`config.mk`:
```
export PLATFORM = sky130hd
export DESIGN_NAME = regfile_rr_arbiter
export DESIGN_NICKNAME = d
export VERILOG_FILES = /design/src/rtl/regfile_rr_arbiter.sv
export SDC_FILE = /design/constraint.sdc
export NUM_CORES = 1
export LEC_CHECK = 0
export CAP_MARGIN = 10
export CORE_ASPECT_RATIO = 1.4
export CORE_UTILIZATION = 40
export CTS_CLUSTER_SIZE = 24
export DETAILED_ROUTE_END_ITERATION = 7
export GPL_TIMING_DRIVEN = 0
export HOLD_SLACK_MARGIN = 0.08
export PLACE_DENSITY = 0.63
export SLEW_MARGIN = 20
export SYNTH_ARGS = -nofsm -noshare
export SYNTH_HDL_FRONTEND = slang
export SYNTH_HIERARCHICAL = 1
export SYNTH_SLANG_ARGS = --single-unit
```
`constraint.sdc`:
```
create_clock -name clk -period 5.4 [get_ports clk]
set_input_delay 1.62 -clock clk [delete_from_list [all_inputs] [get_ports clk]]
set_output_delay 1.62 -clock clk [all_outputs]
set_load 0.02 [all_outputs]
```
`src/rtl/regfile_rr_arbiter.sv`:
```
// Four-entry DATA_W register bank behind one shared access port.
// NUM_REQ requesters are served round-robin, at most one access per cycle.
// A read returns its data one cycle after the grant, tagged with the requester id.

module regfile_rr_entry #(
  parameter int DATA_W = 32
) (
  input  logic              clk,
  input  logic              reset,
  input  logic              wr_en,
  input  logic [DATA_W-1:0] wdata,
  output logic [DATA_W-1:0] q
);

  // Single storage register; loads only when its decoded write select fires.
  always_ff @(posedge clk or negedge reset) begin
    if (!reset)     q <= '0;
    else if (wr_en) q <= wdata;
  end

endmodule

module regfile_rr_arbiter #(
  parameter int DATA_W = 32
) (
  input  logic                clk,
  input  logic                reset,
  input  logic [3:0]          req,
  input  logic [3:0]          we,
  input  logic [7:0]          reg_no,
  input  logic [4*DATA_W-1:0] wdata,
  output logic [3:0]          gnt,
  output logic [DATA_W-1:0]   rdata,
  output logic                rvalid,
  output logic [1:0]          rid
);

  localparam int NUM_REQ  = 4;
  localparam int NUM_REGS = 4;
  localparam int IDX_W    = 2;
  localparam int STAGES   = 1;

  typedef struct packed {
    logic              we;
    logic [IDX_W-1:0]  reg_no;
    logic [DATA_W-1:0] wdata;
  } acc_req_t;

  acc_req_t [NUM_REQ-1:0]           req_arr;
  acc_req_t                         sel;
  logic [NUM_REGS-1:0][DATA_W-1:0]  regs;
  logic [NUM_REGS-1:0]              wr_sel;
  logic [IDX_W-1:0]                 ptr;
  logic [IDX_W-1:0]                 gnt_idx;
  logic [IDX_W-1:0]                 cand;
  logic                             found;
  logic                             gnt_ok;
  logic                             rd_fire;
  logic [STAGES:1]                  vld_q;
  logic [STAGES:0]                  vld_pipe;

  // Slice the flat request buses into one struct per requester.
  generate
    for (genvar i = 0; i < NUM_REQ; i++) begin : g_req
      assign req_arr[i] = {we[i], reg_no[IDX_W*i +: IDX_W], wdata[DATA_W*i +: DATA_W]};
    end
  endgenerate

  // Round-robin search starting at ptr; the first asserted req wins.
  always_comb begin
    found   = 1'b0;
    gnt_idx = ptr;
    cand    = ptr;
    for (int k = 0; k < NUM_REQ; k++) begin
      cand = ptr + IDX_W'(k);
      if (!found && req[cand]) begin
        found   = 1'b1;
        gnt_idx = cand;
      end
    end
  end

  // Grant is suppressed while reset is held so nothing is consumed during reset.
  assign gnt_ok  = found & reset;
  assign gnt     = gnt_ok ? (4'b0001 << gnt_idx) : 4'b0000;
  assign sel     = req_arr[gnt_idx];
  assign rd_fire = gnt_ok & ~sel.we;

  // Read-valid pipeline: stage 0 is the grant cycle, stage STAGES drives rvalid.
  assign vld_pipe = {vld_q, rd_fire};
  assign rvalid   = vld_pipe[STAGES];

  // Write-select decode and per-register storage.
  generate
    for (genvar r = 0; r < NUM_REGS; r++) begin : g_reg
      assign wr_sel[r] = gnt_ok & sel.we & (sel.reg_no == IDX_W'(r));
      regfile_rr_entry #(.DATA_W(DATA_W)) u_entry (
        .clk   (clk),
        .reset (reset),
        .wr_en (wr_sel[r]),
        .wdata (sel.wdata),
        .q     (regs[r])
      );
    end
  endgenerate

  // Pointer advance past the winner, read capture, and valid pipeline shift.
  always_ff @(posedge clk or negedge reset) begin
    if (!reset) begin
      ptr   <= '0;
      rdata <= '0;
      rid   <= '0;
      vld_q <= '0;
    end else begin
      vld_q <= vld_pipe[STAGES-1:0];
      if (gnt_ok) ptr <= gnt_idx + IDX_W'(1);
      if (rd_fire) begin
        rdata <= regs[sel.reg_no];
        rid   <= gnt_idx;
      end
    end
  end

endmodule

```
# --- After elaboration in Yosys (flattened, before gate mapping) ---
# Cells that the tools add are included.
totals:
  reg_bits: 165
  latchBits: 0
  ramBits: 0
  romBits: 0
  in_bits: 146
  out_inout_bits: 39
  word_cells: 57
  n_memories: 0
op_classes:
  addsub: 4
  multipliers: 0
  div_mod_pow: 0
  order_cmp: 6
  eq_ne: 3
  shift: 1
  mux: 20
  bitwise: 8
  n_reduce_logical: 7
op_table:
  columns: ["op", "count"]
  rows:
  - ["35-bit binary-select mux with 2-bit select", 1]
  - ["32-bit binary-select mux with 2-bit select", 1]
  - ["35-bit two-way mux", 1]
  - ["32-bit two-way mux", 1]
  - ["2-bit by 3-bit < comparator with 1-bit output (second input constant)", 6]
  - ["1-bit binary-select mux with 2-bit select", 4]
  - ["1-bit two-way mux", 8]
  - ["1-bit AND", 7]
  - ["2-bit two-way mux", 3]
  - ["2-bit by 1-bit adder with 2-bit output (second input constant)", 2]
  - ["2-bit adder (second input constant)", 2]
  - ["2-bit equality test (second input constant)", 2]
  - ["4-bit two-way mux", 1]
  - ["1-bit by 2-bit << shifter with 4-bit output (first input constant)", 1]
  - ["1-bit logical AND", 3]
  - ["1-bit zero test", 3]
  - ["2-bit by 1-bit equality test with 1-bit output (second input constant)", 1]
  - ["2-bit zero test", 1]
  - ["1-bit inverter", 1]

# --- Longest topological paths before layout ---
# Gate-level depths: netlist of run 1.
logic_depth:
  word_depth: 16
  depth_mapped: 13
  depth_no_buf: 8

# --- Modules after synthesis ---
# The synthesis of run 1 kept the hierarchy.
by_module_without_submodules:
  columns: ["mod", "instances", "cells_per_inst", "area_each_um2", "seq_area_each_um2"]
  rows:
  - ["regfile_rr_entry", 4, 68, 1345.0, 800.8]
  - ["regfile_rr_arbiter", 1, 502, 3798.6, 925.9]

# --- Least setup slack after synthesis of run 1 ---
# No wires, ideal clock.
synth_path:
  path_type: "input port to output port"
  start: "in req[0]"
  end: "out gnt[2]"
  t_arrival_ns: 3.487
  required_ns: 3.780
  slack_ns: 0.293
  path_stages: 8
  n_path_buf: 3
  cell_sequence: "and2b_1 or4_1 buf_6 nand2_8 clkbuf_1 clkbuf_1 ha_1 and2_1"
synth_via:
  elab_chain_cells: 14
  elab_cells_between_ends: 24
synth_lines:
  columns: ["element", "line_no", "text"]
  rows:
  - ["start, declared", "28", "input logic [3:0] req,"]
  - ["1-bit binary-select mux with 2-bit select", "76", "if (!found && req[cand]) begin"]
  - ["1-bit two-way mux (implied by the code)", "76", null]
  - ["1-bit two-way mux", "76", null]
  - ["1-bit zero test", "76", null]
  - ["1-bit logical AND", "76", null]
  - ["1-bit two-way mux", "76", null]
  - ["1-bit zero test", "76", null]
  - ["1-bit logical AND", "76", null]
  - ["1-bit two-way mux", "76", null]
  - ["1-bit zero test", "76", null]
  - ["1-bit logical AND", "76", null]
  - ["2-bit two-way mux *", "76", null]
  - ["named net gnt_idx[1]", "54", "logic [IDX_W-1:0] gnt_idx;"]
  - ["1-bit by 2-bit << shifter with 4-bit output *", "85", "assign gnt = gnt_ok ? (4'b0001 << gnt_idx) : 4'b0000;"]
  - ["4-bit two-way mux *", "85", null]
  - ["end, declared", "32", "output logic [3:0] gnt,"]
# The timed path passes the listed nets; every way through them passes the cells marked *. The select of a mux whose other input is x is not followed.

# --- Final worst setup path of run 1 ---
layout_path:
  start: "in req[3]"
  end: "out gnt[1]"
layout_via:
  elab_chain_cells: 14
  elab_cells_between_ends: 24
layout_lines:
  columns: ["element", "line_no"]
  rows:
  - ["1-bit binary-select mux with 2-bit select", "76"]
  - ["1-bit two-way mux (implied by the code)", "76"]
  - ["1-bit two-way mux", "76"]
  - ["1-bit zero test", "76"]
  - ["1-bit logical AND", "76"]
  - ["1-bit two-way mux", "76"]
  - ["1-bit zero test", "76"]
  - ["1-bit logical AND", "76"]
  - ["1-bit two-way mux", "76"]
  - ["1-bit zero test", "76"]
  - ["1-bit logical AND", "76"]
  - ["2-bit two-way mux / 1-bit two-way mux (equally long branches)", "76"]
  - ["1-bit by 2-bit << shifter with 4-bit output / 1-bit AND (equally long branches)", "85, 84"]
  - ["4-bit two-way mux *", "85"]
# Mark *: on every way between the ends. The rest lies on a longest branch, timed or not. The select of a mux whose other input is x is not followed.

==> results.json, run 1 <==
{
  "wl_per_cell_um": 19.58,
  "yosysTopAreaCell": "dfrtp_1",
  "crit_slowest_cell": "or4_4",
  "cp.required_ps": 3780,
  "status": "complete, no violations",
  "place_inst": 1260,
  "n_fill_cell": 1982,
  "num_antenna_cells": 0,
  "fmax_mhz": 189.1,
  "synth_top_family_by_area": "multiplexers",
  "setup_violations": 0,
  "crit_cells": 10,
  "fin_ws_ps": 110.8,
  "clk_pin_slew_worst_paths_ps": 60,
  "critPathKind": "input port to output port",
  "fin_tns_setup_ps": 0,
  "core-area_sq_mm": 0.02253,
  "clkSinkCount": 165,
  "antenna_found_initial": 0,
  "rr_endpoint": "g_reg[0].u_entry/q[8]",
  "synth_area_sq_mm": 0.009179,
  "initial_utilization": 0.4074,
  "yosys.area.top_type_share": 0.4498,
  "final-max-slew-violation-count": 0,
  "synthMuxAreaShare": 0.2410,
  "grt_use_total": 0.2264,
  "hpwl_um": 17770,
  "firstDrtPassIters": 4,
  "place_area_sq_mm": 0.01143,
  "max_slew_margin": 0.5196,
  "cts_hold_buffers": 0,
  "rsz0062_at_grt": "no",
  "drc": 0,
  "synthAdderAreaFrac": 0.005453,
  "synth_edf_count": 0,
  "cts_root_buf": "clkbuf_16",
  "ir_worst_vdd_v": 0.0004105,
  "instances_no_fill": 1294,
  "numCtsBuffers": 17,
  "syn_nets": 924,
  "cts_buffer_depth": 2,
  "ys_warn_count": 6,
  "endpoint_kind": "output port",
  "ys_seq_elements": 165,
  "ys_types": 42,
  "startpoint": "req[3]",
  "path_delay_family": "buffers and inverters",
  "hold_viol": 0,
  "fin_total_pwr_mw": 7.135,
  "rrSetupSlack_ps": 1720,
  "port_buffers": 184,
  "crit_buf_inv": 5,
  "crit_end": "gnt[1]",
  "period_share": 0.9795,
  "viasPerCell": 5.143,
  "cts_tree": "yes",
  "grt_overflow": 0,
  "grt_pass1_wl_um": 39840,
  "ys_async_sr_fraction": 1.000,
  "wirelength_um": 25340,
  "fp.dieH_um": 181.2,
  "clock_skew_ps": 5.563,
  "seq_area_frac_synth": 0.4498,
  "drt-initial-drc-count": 296,
  "synth-xor-area-share": 0,
  "hold_class": "register to register",
  "syn_to_final_growth_pct": 32.18,
  "worst_pin_slew_ps": 720.6,
  "grt_pass1_vias": 7049,
  "critPathArrivalTime_ps": 3670,
  "postSynthCellCount": 774,
  "hold_ws_ps": 504.2,
  "fp.dieW_um": 130.0,
  "path_common_cell": "buf_6",
  "crit_chain": "clkdlybuf4s15_1 -> and3b_1 -> or4_4 -> buf_6 -> nand2_8 -> inv_4 -> buf_6 -> ha_1 -> and2_1 -> clkdlybuf4s15_2",
  "cp-start-kind": "input port",
  "cp_max_fo": 14,
  "design_area_sq_mm": 0.01213,
  "nNetsFinal": 1130,
  "final_antenna_net_count": 0,
  "final_core_util": 0.5386,
  "synth_compound_area_frac": 0.1062,
  "rows": 65,
  "dp_slack_ps": -1383,
  "drive_gt1_frac": 0.2407,
  "ff2ff_path_depth": 12,
  "worstReg2RegStart": "ptr[0]",
  "p_leak_nw": 5.183,
  "grt_max_degree": 90,
  "maxCapViolations": 0,
  "dieArea_sq_mm": 0.02357,
  "clock_latency_ps": 430,
  "synth_top_cells_by_count": "dfrtp_1, nand2_1, mux2_4",
  "slowest_delay_ps": 420,
  "yosys.area_share.simple": 0.1381,
  "vias": 6655,
  "routabilityCongestion": 0.8470,
  "yosysMostFrequentCell": "dfrtp_1",
  "post-route-min-period_ps": 5289,
  "ios": 185,
  "cts_htree_levels": 4,
  "ys.flop_type": "dfrtp_1",
  "p_per_area_mw_per_mm2": 588.1,
  "ys_top_cells_by_area": "dfrtp_1, mux2_4, nand2_1",
  "avgSynthCellArea_sq_um": 11.86
}
## state kept, by name, summed over array words and instances, names as in the netlist
signal	flops
rid	2
ptr	2
g.u_entry/q	128
rvalid	1
rdata	32
## final cells by class
type	count	area, sq um	area share
tap	301	376.6	0.03104
clock buffer	22	464.2	0.03826
sequential	165	4129	0.3403
clock inverter	10	152.6	0.01258
multi-input combinational	540	4512	0.3719
timing repair buffer	188	1889	0.1557
buffer	63	584.3	0.04816
inverter	5	25.02	0.002062
## what timing repair did
item | 4_1_cts | 5_1_grt
setup buffers | 0 | 3
resized for setup | 36 | 5
endpoints found under the hold margin | 0 | 0
endpoints found under the setup margin | 4 | 3
## cell families after synthesis
| group | after synthesis |
|---|---|
| and+or+nand+nor | 261 |
| adders and majority gates | 4 |
| AOI/OAI and AO/OA | 115 |
| buffers and inverters | 69 |
| DFF | 165 |
| muxes | 160 |
## worst min-delay path by stage
stage / endpoint / startpoint / cells past startpoint / slack [ps]
floorplan: g_reg[3].u_entry/q[29] / g_reg[3].u_entry/q[29] / 1 / 470
global placement: g_reg[3].u_entry/q[16] / g_reg[3].u_entry/q[16] / 1 / 480
detailed placement: g_reg[3].u_entry/q[2] / g_reg[3].u_entry/q[2] / 1 / 480
CTS: g_reg[3].u_entry/q[25] / g_reg[3].u_entry/q[25] / 1 / 510
global route: g_reg[3].u_entry/q[28] / g_reg[3].u_entry/q[28] / 1 / 520
finish: g_reg[3].u_entry/q[0] / g_reg[3].u_entry/q[0] / 1 / 500
## where the power goes
part	internal [mW]	total, mW	switching [mW]
clock network	0.795	1.28	0.486
logic	1.88	3.62	1.74
registers	1.88	2.24	0.358
## routing by layer
layer  vias to the layer above  global-route usage  wire length [um]
met5                         -                   0                 0
met4                         0             0.06698               443
met3                        29             0.03702              1030
met2                       171              0.3798             12730
met1                      3286              0.2961             11130
li1                       3169                   -                 -
## placed cells by master (no fill, tap or decap), types with 3 or more instances in the layout
cell,n
nor3_1,3
nand2_1,131
clkbuf_16,19
inv_1,3
buf_4,6
mux2i_1,32
buf_6,11
buf_2,6
clkdlybuf4s50_1,175
o21ai_0,5
clkinv_2,5
a31oi_1,32
and2_1,8
a211oi_1,34
clkbuf_1,30
mux2_4,120
mux2_2,8
nor3b_1,34
a211oi_2,30
nand3_1,8
and3_1,32
bufinv_16,4
ha_1,4
a21oi_1,4
nor2_1,35
dfrtp_1,165
buf_12,12
clkbuf_4,3
Power figures use the tool's default switching activity.
==> run 2: changes to the inputs <==
--- a/constraint.sdc
+++ b/constraint.sdc
@@ -3,2 +3,2 @@
 set_output_delay 1.62 -clock clk [all_outputs]
-set_load 0.02 [all_outputs]
+set_load 0.1 [all_outputs]
==> results.json, run 2 (same netlist as run 1, synthesis figures left out) <==
{
  "fin_total_pwr_mw": 7.998,
  "critPathKind": "input port to output port",
  "grt_pass1_vias": 6948,
  "fp.dieW_um": 130.0,
  "viasPerCell": 5.181,
  "grt_use_total": 0.2265,
  "clock_skew_ps": 9.020,
  "cp.required_ps": 3780,
  "hpwl_um": 17910,
  "reg_top3": "g.u_entry/q x128, rdata x32",
  "drt-initial-drc-count": 327,
  "path_delay_family": "buffers and inverters",
  "cts_htree_levels": 4,
  "cts_hold_buffers": 0,
  "cp_max_fo": 11,
  "register_area_sq_mm": 0.004129,
  "period_share": 0.9822,
  "crit_buf_inv": 5,
  "fin_tns_setup_ps": 0,
  "post-route-min-period_ps": 5304,
  "fmax_mhz": 188.5,
  "final_common_cell": "clkdlybuf4s50_1",
  "final-max-slew-violation-count": 0,
  "max_slew_margin": 0.2975,
  "firstDrtPassIters": 4,
  "grt_overflow": 0,
  "maxCapViolations": 0,
  "n_fill_cell": 2008,
  "p_leak_nw": 5.201,
  "clock_latency_ps": 420,
  "num_antenna_cells": 0,
  "core-area_sq_mm": 0.02253,
  "regMostFlops": "g.u_entry/q",
  "worst_pin_slew_ps": 1050,
  "endpoint_kind": "output port",
  "instances_no_fill": 1296,
  "clk_pin_slew_worst_paths_ps": 60,
  "layout_common_cells": "clkdlybuf4s50_1, dfrtp_1, nand2_1, mux2_4, nor2_1",
  "wl_per_cell_um": 19.71,
  "crit_slowest_cell": "or4_1",
  "wirelength_um": 25550,
  "ios": 185,
  "p_per_area_mw_per_mm2": 655.6,
  "initial_utilization": 0.4074,
  "port_buffers": 184,
  "grt_pass1_wl_um": 39790,
  "hold_ws_ps": 500.1,
  "fp.dieH_um": 181.2,
  "drc": 0,
  "hold_class": "register to register",
  "cts_buffer_depth": 2,
  "design_area_sq_mm": 0.01220,
  "crit_chain": "dlygate4sd2_1 -> and2b_1 -> or4_1 -> buf_6 -> nand2_8 -> clkbuf_16 -> clkbuf_16 -> ha_1 -> and2_2 -> buf_12",
  "fin_ws_ps": 96.24,
  "final_antenna_net_count": 0,
  "final_core_util": 0.5415,
  "vias": 6714,
  "status": "complete, no violations",
  "cts_root_buf": "clkbuf_16",
  "grt_max_degree": 68,
  "place_area_sq_mm": 0.01146,
  "path_common_cell": "clkbuf_16",
  "syn_to_final_growth_pct": 32.91,
  "nNetsFinal": 1132,
  "ir_worst_vdd_v": 0.0002797,
  "setup_violations": 0,
  "cts_tree": "yes",
  "dp_slack_ps": -1949,
  "hold_viol": 0,
  "critPathArrivalTime_ps": 3680,
  "numCtsBuffers": 17,
  "antenna_found_initial": 0,
  "clkSinkCount": 165,
  "dieArea_sq_mm": 0.02357,
  "drive_gt1_frac": 0.2452,
  "slowest_delay_ps": 520,
  "routabilityCongestion": 0.8246,
  "cp-start-kind": "input port",
  "largest_reg_flops": 128,
  "rows": 65,
  "place_inst": 1261,
  "multi_input_area_sq_mm": 0.004513,
  "rsz0062_at_grt": "no"
}
-- run 2: changes by cell type in the layout (fill, tap and decap cells not counted), sizes merged --
cell / change
clkinvlp: +1
bufinv: -1
buf: +4
clkdlybuf4s15: -2
-- run 2: cell type report --
type | instances | share of cell area
plain buffers | 63 | 0.04790
clock buffers | 22 | 0.03805
clock inverters | 10 | 0.01221
inverters | 5 | 0.002051
multi-input cells | 540 | 0.3699
flip-flops and latches | 165 | 0.3385
well taps | 301 | 0.03087
repair buffers | 190 | 0.1605
-- run 2: report_power, final --
| part | total, mW | internal (mW) | switching [mW] |
|---|---|---|---|
| combinational | 4.51 | 1.89 | 2.62 |
| clock | 1.26 | 0.756 | 0.501 |
| sequential | 2.23 | 1.88 | 0.355 |
-- run 2: final timing paths --
kind	startpoint	to	slack (ps)	cells after the start
worst max-delay path	req[0]	gnt[3]	100	10
worst min-delay path	g_reg[3].u_entry/q[18]	g_reg[3].u_entry/q[18]	500	1
worst max register to register	ptr[0]	g_reg[1].u_entry/q[8]	1680	12
worst min register to register	g_reg[3].u_entry/q[18]	g_reg[3].u_entry/q[18]	500	1
max in group asynchronous	reset	rdata[19]	3390	3
min in group asynchronous	reset	rdata[2]	1050	1
-- run 2: layer usage --
| metal | up-vias | global-route usage | share of wire |
|---|---|---|---|
| met1 | 3343 | 0.2854 | 0.43 |
| met4 | 0 | 0.06977 | 0.020 |
| met2 | 171 | 0.3849 | 0.51 |
| met5 | - | 0 | 0 |
| li1 | 3179 | - | - |
| met3 | 21 | 0.04531 | 0.044 |
-- run 2: what timing repair did --
| action | in CTS | in global routing |
|---|---|---|
| cloned | 0 | 0 |
| resized for setup | 54 | 5 |
| setup endpoints to repair | 4 | 4 |
| setup buffers | 0 | 4 |
